===== src/rtl/nibble_uart_tx.sv =====
// nibble_uart_tx: pops 4-bit nibbles from an upstream FIFO and sends each
// as a start / 4 data (LSB first) / optional even parity / stop frame.
module nibble_uart_tx #(
   parameter int unsigned CLKS_PER_BIT = 8,
   parameter bit          PARITY_EN    = 1'b1
) (
   input  logic       clk,
   input  logic       reset,
   input  logic       enable,
   input  logic       fifo_empty,
   input  logic [3:0] fifo_q,
   output logic       fifo_pop,
   output logic       tx,
   output logic       busy,
   output logic [7:0] frame_cnt
);

   typedef enum logic [2:0] {
      IDLE,
      POP,
      LOAD,
      START,
      DATA,
      PARITY,
      STOP
   } state_e;

   localparam logic [7:0] BIT_LAST = 8'(CLKS_PER_BIT - 1);

   state_e     state_q;
   logic [3:0] shift_q;
   logic       par_q;
   logic [1:0] bit_idx_q;
   logic [7:0] cnt_q;
   logic [7:0] cnt_d;
   logic       bit_done;
   logic       tx_q;
   logic       pop_q;
   logic       busy_q;
   logic [7:0] frame_cnt_q;

   // Bit-time counter wraps to zero at the end of every serial bit.
   assign bit_done = (cnt_q == BIT_LAST);
   assign cnt_d    = bit_done ? 8'd0 : cnt_q + 8'd1;

   always_ff @(posedge clk) begin
      if (reset) begin
         state_q     <= IDLE;
         shift_q     <= 4'd0;
         par_q       <= 1'b0;
         bit_idx_q   <= 2'd0;
         cnt_q       <= 8'd0;
         tx_q        <= 1'b1;
         pop_q       <= 1'b0;
         busy_q      <= 1'b0;
         frame_cnt_q <= 8'd0;
      end else begin
         unique case (state_q)
            IDLE: begin
               tx_q <= 1'b1;
               if (enable && !fifo_empty) begin
                  state_q <= POP;
                  pop_q   <= 1'b1;
                  busy_q  <= 1'b1;
               end
            end
            POP: begin
               pop_q   <= 1'b0;
               state_q <= LOAD;
            end
            LOAD: begin
               // FIFO data is valid in the cycle after the pop strobe.
               shift_q   <= fifo_q;
               par_q     <= ^fifo_q;
               cnt_q     <= 8'd0;
               bit_idx_q <= 2'd0;
               tx_q      <= 1'b0;
               state_q   <= START;
            end
            START: begin
               cnt_q <= cnt_d;
               if (bit_done) begin
                  tx_q    <= shift_q[0];
                  state_q <= DATA;
               end
            end
            DATA: begin
               cnt_q <= cnt_d;
               if (bit_done) begin
                  bit_idx_q <= bit_idx_q + 2'd1;
                  shift_q   <= {1'b0, shift_q[3:1]};
                  if (bit_idx_q == 2'd3) begin
                     if (PARITY_EN) begin
                        tx_q    <= par_q;
                        state_q <= PARITY;
                     end else begin
                        tx_q    <= 1'b1;
                        state_q <= STOP;
                     end
                  end else begin
                     tx_q <= shift_q[1];
                  end
               end
            end
            PARITY: begin
               cnt_q <= cnt_d;
               if (bit_done) begin
                  tx_q    <= 1'b1;
                  state_q <= STOP;
               end
            end
            STOP: begin
               cnt_q <= cnt_d;
               if (bit_done) begin
                  state_q     <= IDLE;
                  busy_q      <= 1'b0;
                  frame_cnt_q <= frame_cnt_q + 8'd1;
               end
            end
            default: begin
               state_q <= IDLE;
               tx_q    <= 1'b1;
               pop_q   <= 1'b0;
               busy_q  <= 1'b0;
            end
         endcase
      end
   end

   assign fifo_pop  = pop_q;
   assign tx        = tx_q;
   assign busy      = busy_q;
   assign frame_cnt = frame_cnt_q;

endmodule

===== config.mk =====
export PLATFORM = sky130hd
export DESIGN_NAME = nibble_uart_tx
export DESIGN_NICKNAME = d
export VERILOG_FILES = /design/src/rtl/nibble_uart_tx.sv
export SDC_FILE = /design/constraint.sdc
export NUM_CORES = 1
export LEC_CHECK = 0
export ABC_AREA = 1
export CAP_MARGIN = 40
export CELL_PAD_IN_SITES_DETAIL_PLACEMENT = 0
export CELL_PAD_IN_SITES_GLOBAL_PLACEMENT = 1
export CORE_MARGIN = 3
export CORE_UTILIZATION = 40
export DETAILED_ROUTE_END_ITERATION = 16
export HOLD_SLACK_MARGIN = 0.05
export PLACE_DENSITY = 0.82
export SLEW_MARGIN = 20
export SYNTH_ARGS = -nofsm -noshare
export SYNTH_HDL_FRONTEND = slang
export SYNTH_SLANG_ARGS = --single-unit

===== constraint.sdc =====
create_clock -name clk -period 3.27 [get_ports clk]
set_input_delay 0.4905 -clock clk [delete_from_list [all_inputs] [get_ports clk]]
set_output_delay 0.4905 -clock clk [all_outputs]
set_load 0.05 [all_outputs]

==> implementation parameters, run 1 <==
Parameter                              Value

Min path
  Cell depth of the worst min-delay path ... 2
  Worst hold-check path type ... reg -> reg
  Terminating pin of the worst hold path ... fifo_pop$_SDFFE_PP0P_
  Worst hold start ... fifo_pop$_SDFFE_PP0P_

Synthesis
  Mean cell area of the mapped netlist ... 6.46 µm²
  Most used DFF post-synth ... dfxtp_1
  Number of synthesized register bits ... 29
  Synth Cell Area ... 0.00163 mm²
  Syn nets ... 263
  Top-area cell type share of the netlist area ... 35.6%
  Most repeated cell in the gate-level netlist after synthesis ... nand2_1
  Area contributors post-synth ... dfxtp_1, nand2_1, a21oi_1
  Library cell occupying the most area in the post-synthesis netlist ... dfxtp_1
  FFs w/ async S/R, synth ... 0%
  Number of synthesized flops with an enable pin ... 0
  Number of instances in the synthesized netlist ... 252
  Commonest cells in the synthesized netlist ... nand2_1, dfxtp_1, nor2_1, a21oi_1, inv_1
  Count of cell types in the netlist ... 27
  Count of synthesis-stage warnings from yosys ... 0
  Proportion of synthesized chip area in sequential cells ... 35.6%

Drt
  Detailed Route WL ... 3550 µm
  Post-DRT Antenna Nets ... 0
  Number of vias in the routed layout ... 1577
  Drc violations ... 0
  Violation count after the first detailed-route iteration ... 110
  Vias/cell ... 4.88
  Average wire length per cell after detail routing ... 11.0 µm
  Number of detailed-routing iterations run before antenna repair ... 4

Critical path
  Top Family by Delay on Critical Path ... buffers and inverters
  Cell breakdown of the critical path ... clkdlybuf4s50_1
  Endpoint kind of the worst setup timing path ... output pin
  Critical setup path kind ... reg -> out
  Reg2reg end ... frame_cnt[3]$_SDFFE_PP0P_
  Endpoint arrival time on the critical path ... 1590 ps
  Slowest-stage cell, CP ... clkdlybuf4s50_1
  Worst path bufs/invs ... 1
  Worst R2R Start ... cnt_q[1]$_SDFFE_PP0P_
  Origin of the worst setup path ... frame_cnt[4]$_SDFFE_PP0P_
  Startpoint Class ... flop
  Slack of the worst reg-to-reg path ... 1690 ps
  Reg2Reg Depth ... 8
  Required time of the critical path ... 2780 ps
  Critical path peak fanout ... 7
  Stage delay of the slowest cell on the critical path ... 850 ps

Global routing
  Via count of the first global-routing pass ... 1458
  Global-route wire length before repair ... 6640 µm
  Total congestion overflow ... 0
  Largest net degree at the start of global routing ... 17
  Initial antenna violation count ... 0
  Tot GR Track Use ... 16.2%

Clock network
  CTS Buf Count ... 5
  Post-CTS Setup Bufs ... 0
  Clock network latency to the later pin of the worst-skew pair ... 280 ps
  Maximum buffer depth of the clock tree ... 2
  CTS H-tree lvls ... 2
  Post_cts resized ... 0
  TritonCTS clock tree ... done
  Total clock sinks ... 29
  Cell chosen for the clock root ... clkbuf_8
  Hold_buf cts ... 0
  Post-CTS clock slew at the launch and capture registers of the worst setup and hold paths ... 70 ps

Floorplanning
  Num rows ... 22
  Horizontal extent of the die ... 69.8 µm
  Effective utilization at floorplan ... 42.9%
  Floorplan Core Area ... 0.00380 mm²
  Total Die Area ... 0.00487 mm²
  DIE HEIGHT ... 69.8 µm
  Number of top-level design ports ... 19

Run status
  Status ... complete, no violations

Timing
  Number of setup violations in the final report ... 0
  Period utilization ... 63.8%
  Setup repair after global routing missed its margin ... no
  Setup TNS ... 0 ps
  Fin. Hold Viols ... 0
  Number of pins exceeding their max-slew limit in the final report ... 0
  Crit path setup slack, layout ... 1180 ps
  Max Clock Freq ... 0.480 GHz
  Transition time at the pin with the least slew margin ... 562 ps
  Worst Clk Skew ... 5.64 ps
  Max-Slew Margin vs Limit ... 62.4%
  Tmin final ... 2090 ps

Flow run
  Number of max-cap violations ... 0

Placement
  Placed insts ... 315
  I/O Buffers ... 18
  Worst-case setup slack after placement ... 1120 ps
  HPWL after detailed placement ... 2570 µm
  Routability Congestion ... 0.755

Layout
  Signed area change from the synthesized netlist to the final layout ... 19.0%
  End-of-flow core utilization ... 51.1%
  Number of nets in the final layout ... 285
  Fraction of final layout cells with drive strength greater than 1 ... 8.00%
  Post-route insts no fill ... 323
  Antenna cell count ... 0
  Final-layout fill cell count ... 402

Power
  Worst ir drop on vdd ... 0.453 mV
  Total leakage power ... 0.829 nW
  Power density over the cells ... 759 mW/mm²
[state kept, by name (all words and copies together), names as in the netlist]
name / cells
cnt_q: 8
frame_cnt: 8
fifo_pop: 1
busy: 1
tx: 1
bit_idx_q: 2
shift_q: 4
state_q: 3
par_q: 1
[per-layer routing]
metal | vias to the layer above | track usage, % | routed length, µm | share of wire, %
met5 | - | 0 | 0 | 0
met4 | 0 | 5.74 | 47 | 1.3
met3 | 5 | 3.48 | 74 | 2.1
met2 | 13 | 25.5 | 1570 | 44
met1 | 700 | 21.9 | 1860 | 52
li1 | 859 | - | - | -
[layout by cell type (no fill, tap or decap), types with 2 or more instances in the layout]
| master | n |
|---|---|
| a21oi_1 | 22 |
| clkbuf_8 | 5 |
| clkdlybuf4s50_1 | 18 |
| clkinv_2 | 3 |
| dfxtp_1 | 29 |
| ha_1 | 3 |
| inv_1 | 22 |
| inv_2 | 4 |
| nand2_1 | 79 |
| nand2_2 | 4 |
| nand2_4 | 2 |
| nand3_1 | 20 |
| nand3b_1 | 2 |
| nand4_1 | 4 |
| nor2_1 | 29 |
| nor2_4 | 2 |
| o21ai_0 | 13 |
| o21bai_1 | 2 |
| xnor2_1 | 3 |
| xor2_1 | 2 |
[per-stage QoR]
stage | instance area [µm²] | hold WS [ps] | total power, W
finish | 1940 | 477 | 0.00147
global placement | 1850 | 455 | 0.00119
floorplan | 1630 | 457 | 0.00104
CTS | 1940 | 473 | 0.00149
global route | 1940 | 495 | 0.00162
detailed placement | 1850 | 458 | 0.00119
[cell families after synthesis]
group,synth area share [%]
xor gates and xnor gates,2.69
and+or+nand+nor,38.5
adders and majority gates,2.30
DFF,35.6
buffers and inverters,7.30
AOI/OAI and AO/OA,13.6
[final cells by class]
| class | instances | area (µm²) | area share [%] |
|---|---|---|---|
| Clock buffer | 5 | 68.8 | 3.55 |
| Clock inverter | 3 | 17.5 | 0.903 |
| Inverter | 27 | 103 | 5.29 |
| Multi-Input combinational cell | 193 | 930 | 47.9 |
| Sequential cell | 29 | 581 | 29.9 |
| Tap cell | 48 | 60.1 | 3.10 |
| Timing Repair Buffer | 18 | 180 | 9.29 |
[how the worst max path moves through the flow]
stage | slack, ps | endpoint | depth (start not counted)
2_1_floorplan | 1890 | frame_cnt[4]$_SDFFE_PP0P_ | 5
3_3_place_gp | 1180 | par_q$_SDFFE_PP0P_ | 5
3_5_place_dp | 1120 | par_q$_SDFFE_PP0P_ | 5
4_1_cts | 1180 | frame_cnt[4] | 1
5_1_grt | 1130 | frame_cnt[4] | 1
6_report | 1180 | frame_cnt[4] | 1
[worst min-delay path, stage by stage (launching register included)]
cell and delay [ps]:
dfxtp_1 320, nand2_1 60, a21oi_1 50
[power breakdown]
part           total (W)  switching [W]  internal, W
sequential      0.000498      0.0000719     0.000427
clock           0.000288       0.000141     0.000146
combinational   0.000685       0.000456     0.000228
Power figures use the tool's default switching activity.
==> run 2: changes to the inputs <==
--- a/config.mk
+++ b/config.mk
@@ -10,10 +10,10 @@
 export CELL_PAD_IN_SITES_DETAIL_PLACEMENT = 0
 export CELL_PAD_IN_SITES_GLOBAL_PLACEMENT = 1
 export CORE_MARGIN = 3
-export CORE_UTILIZATION = 40
+export CORE_UTILIZATION = 39
 export DETAILED_ROUTE_END_ITERATION = 16
 export HOLD_SLACK_MARGIN = 0.05
-export PLACE_DENSITY = 0.82
+export PLACE_DENSITY = 0.8
 export SLEW_MARGIN = 20
 export SYNTH_ARGS = -nofsm -noshare
 export SYNTH_HDL_FRONTEND = slang
==> constraint.sdc (replaced) <==
create_clock -name clk -period 2 [get_ports clk]
set_input_delay 0.3 -clock clk [delete_from_list [all_inputs] [get_ports clk]]
set_output_delay 0.3 -clock clk [all_outputs]
set_load 0.05 [all_outputs]
==> run 2 against run 1 <==
Net effect: die area grew 2.3%; largest power group unchanged; hold slack lost 11 ps; first-iteration DRC count shrank 26%; clock skew grew 1.3 ps; largest cell class unchanged; critical path depth is the same; power grew 63%; register-to-register slack lost 1300 ps; critical endpoint unchanged; sequential cell count is the same; final area grew 0.39%; count of clock-buffer cells in the layout grew 2; sequential power grew 63%; utilization shrank 0.53 points.
==> implementation parameters, run 2 (synthesized netlist as in run 1, its figures left out) <==
Parameter                              Value

Run status
  Status ... complete, no violations

Drt
  Number of vias in the routed layout ... 1589
  Number of detailed-routing iterations run before antenna repair ... 4
  Vias/cell ... 4.92
  Drc violations ... 0
  Post-DRT Antenna Nets ... 0
  Violation count after the first detailed-route iteration ... 81
  Detailed Route WL ... 3510 µm
  Average wire length per cell after detail routing ... 10.9 µm

Timing
  Max Clock Freq ... 0.538 GHz
  Worst Clk Skew ... 6.97 ps
  Number of pins exceeding their max-slew limit in the final report ... 0
  Transition time at the pin with the least slew margin ... 498 ps
  Setup repair after global routing missed its margin ... no
  Max-Slew Margin vs Limit ... 66.7%
  Crit path setup slack, layout ... 141 ps
  Worst hold margin ... 465 ps
  Number of setup violations in the final report ... 0
  Tmin final ... 1860 ps
  Fin. Hold Viols ... 0
  Setup TNS ... 0 ps
  Period utilization ... 92.9%

Critical path
  Stage delay of the slowest cell on the critical path ... 840 ps
  Reg2Reg Depth ... 8
  Worst path bufs/invs ... 1
  Endpoint kind of the worst setup timing path ... output pin
  Logic depth of the worst setup path including buffers ... 1
  Required time of the critical path ... 1700 ps
  Startpoint Class ... flop
  Slowest-stage cell, CP ... clkdlybuf4s50_1
  Endpoint arrival time on the critical path ... 1560 ps
  Top Family by Delay on Critical Path ... buffers and inverters
  Cell breakdown of the critical path ... clkdlybuf4s50_1
  Critical path peak fanout ... 7
  Critical setup path kind ... reg -> out

Flow run
  Number of max-cap violations ... 0

Layout
  Signed area change from the synthesized netlist to the final layout ... 19.5%
  Number of nets in the final layout ... 286
  Most common cell after layout, fill and taps aside ... nand2_1
  Most frequent cells in the layout ... nand2_1, nor2_1, dfxtp_1
  Area of all sequential standard cells ... 581 µm²
  End-of-flow core utilization ... 50.5%
  Fraction of final layout cells with drive strength greater than 1 ... 7.64%
  Non-Filler Cell Area, Final ... 0.00195 mm²
  Antenna cell count ... 0
  Final-layout fill cell count ... 441
  Multi-input logic area ... 930 µm²

Power
  Total leakage power ... 0.834 nW
  Worst ir drop on vdd ... 0.747 mV
  Power density over the cells ... 1230 mW/mm²

Floorplanning
  Num rows ... 22
  Effective utilization at floorplan ... 42.3%
  Horizontal extent of the die ... 70.6 µm
  DIE HEIGHT ... 70.6 µm
  Floorplan Core Area ... 0.00385 mm²
  Total Die Area ... 0.00499 mm²
  Number of top-level design ports ... 19

Global routing
  Total congestion overflow ... 0
  Largest net degree at the start of global routing ... 17
  Via count of the first global-routing pass ... 1504
  Tot GR Track Use ... 16.1%
  Initial antenna violation count ... 0
  Global-route wire length before repair ... 6610 µm

Placement
  Routability Congestion ... 0.794
  Worst-case setup slack after placement ... 408 ps
  HPWL after detailed placement ... 2590 µm
  Post-Place Cell Area ... 0.00186 mm²
  I/O Buffers ... 18

Clock network
  Cell chosen for the clock root ... clkbuf_8
  Post-CTS clock slew at the launch and capture registers of the worst setup and hold paths ... 60 ps
  TritonCTS clock tree ... done
  Clock network latency to the later pin of the worst-skew pair ... 280 ps
  CTS Buf Count ... 5
  CTS H-tree lvls ... 2
  Post-CTS Setup Bufs ... 0
  Maximum buffer depth of the clock tree ... 2
  Total clock sinks ... 29
  Hold_buf cts ... 0
  Post_cts resized ... 0

Min path
  Cell depth of the worst min-delay path ... 2
  Worst hold-check path type ... reg -> reg
## run 2: cell count changes in the layout (fill, tap and decap cells not counted)
cell and change:
clkinv_2 -2, buf_4 +1, clkbuf_1 +1, clkbuf_8 +1, clkinvlp_4 -1
## run 2: layout make-up
cell class | instances | area share, %
Sequential cell | 29 | 29.8
Tap cell | 48 | 3.08
Timing Repair Buffer | 19 | 9.64
Clock buffer | 7 | 4.43
Inverter | 27 | 5.27
Multi-Input combinational cell | 193 | 47.8
## run 2: final timing paths
kind | startpoint | slack, ps | to
hold reg to reg | fifo_pop$_SDFFE_PP0P_ | 470 | fifo_pop$_SDFFE_PP0P_
setup reg to reg | cnt_q[0]$_SDFFE_PP0P_ | 420 | frame_cnt[3]$_SDFFE_PP0P_
setup / recovery | frame_cnt[4]$_SDFFE_PP0P_ | 140 | frame_cnt[4]
hold / removal | fifo_pop$_SDFFE_PP0P_ | 470 | fifo_pop$_SDFFE_PP0P_
## run 2: through the flow
step / cells / power [W]
after floorplan: 252 / 0.00170
after global placement: 316 / 0.00195
after detailed placement: 316 / 0.00194
after CTS: 323 / 0.00244
after global routing: 323 / 0.00267
final: 323 / 0.00240
## run 2: report_power, final
group          total (W)  internal [W]  switching (W)
logic            0.00111      0.000375       0.000733
registers       0.000814      0.000698       0.000117
clock network   0.000477      0.000272       0.000205
total            0.00240       0.00134        0.00105
## run 2: layer usage
| layer | track usage (%) | up-vias | routed length [µm] |
|---|---|---|---|
| met3 | 4.26 | 5 | 106 |
| li1 | - | 857 | - |
| met5 | 0 | - | 0 |
| met2 | 25.2 | 18 | 1570 |
| met1 | 21.6 | 709 | 1790 |
| met4 | 5.64 | 0 | 48 |
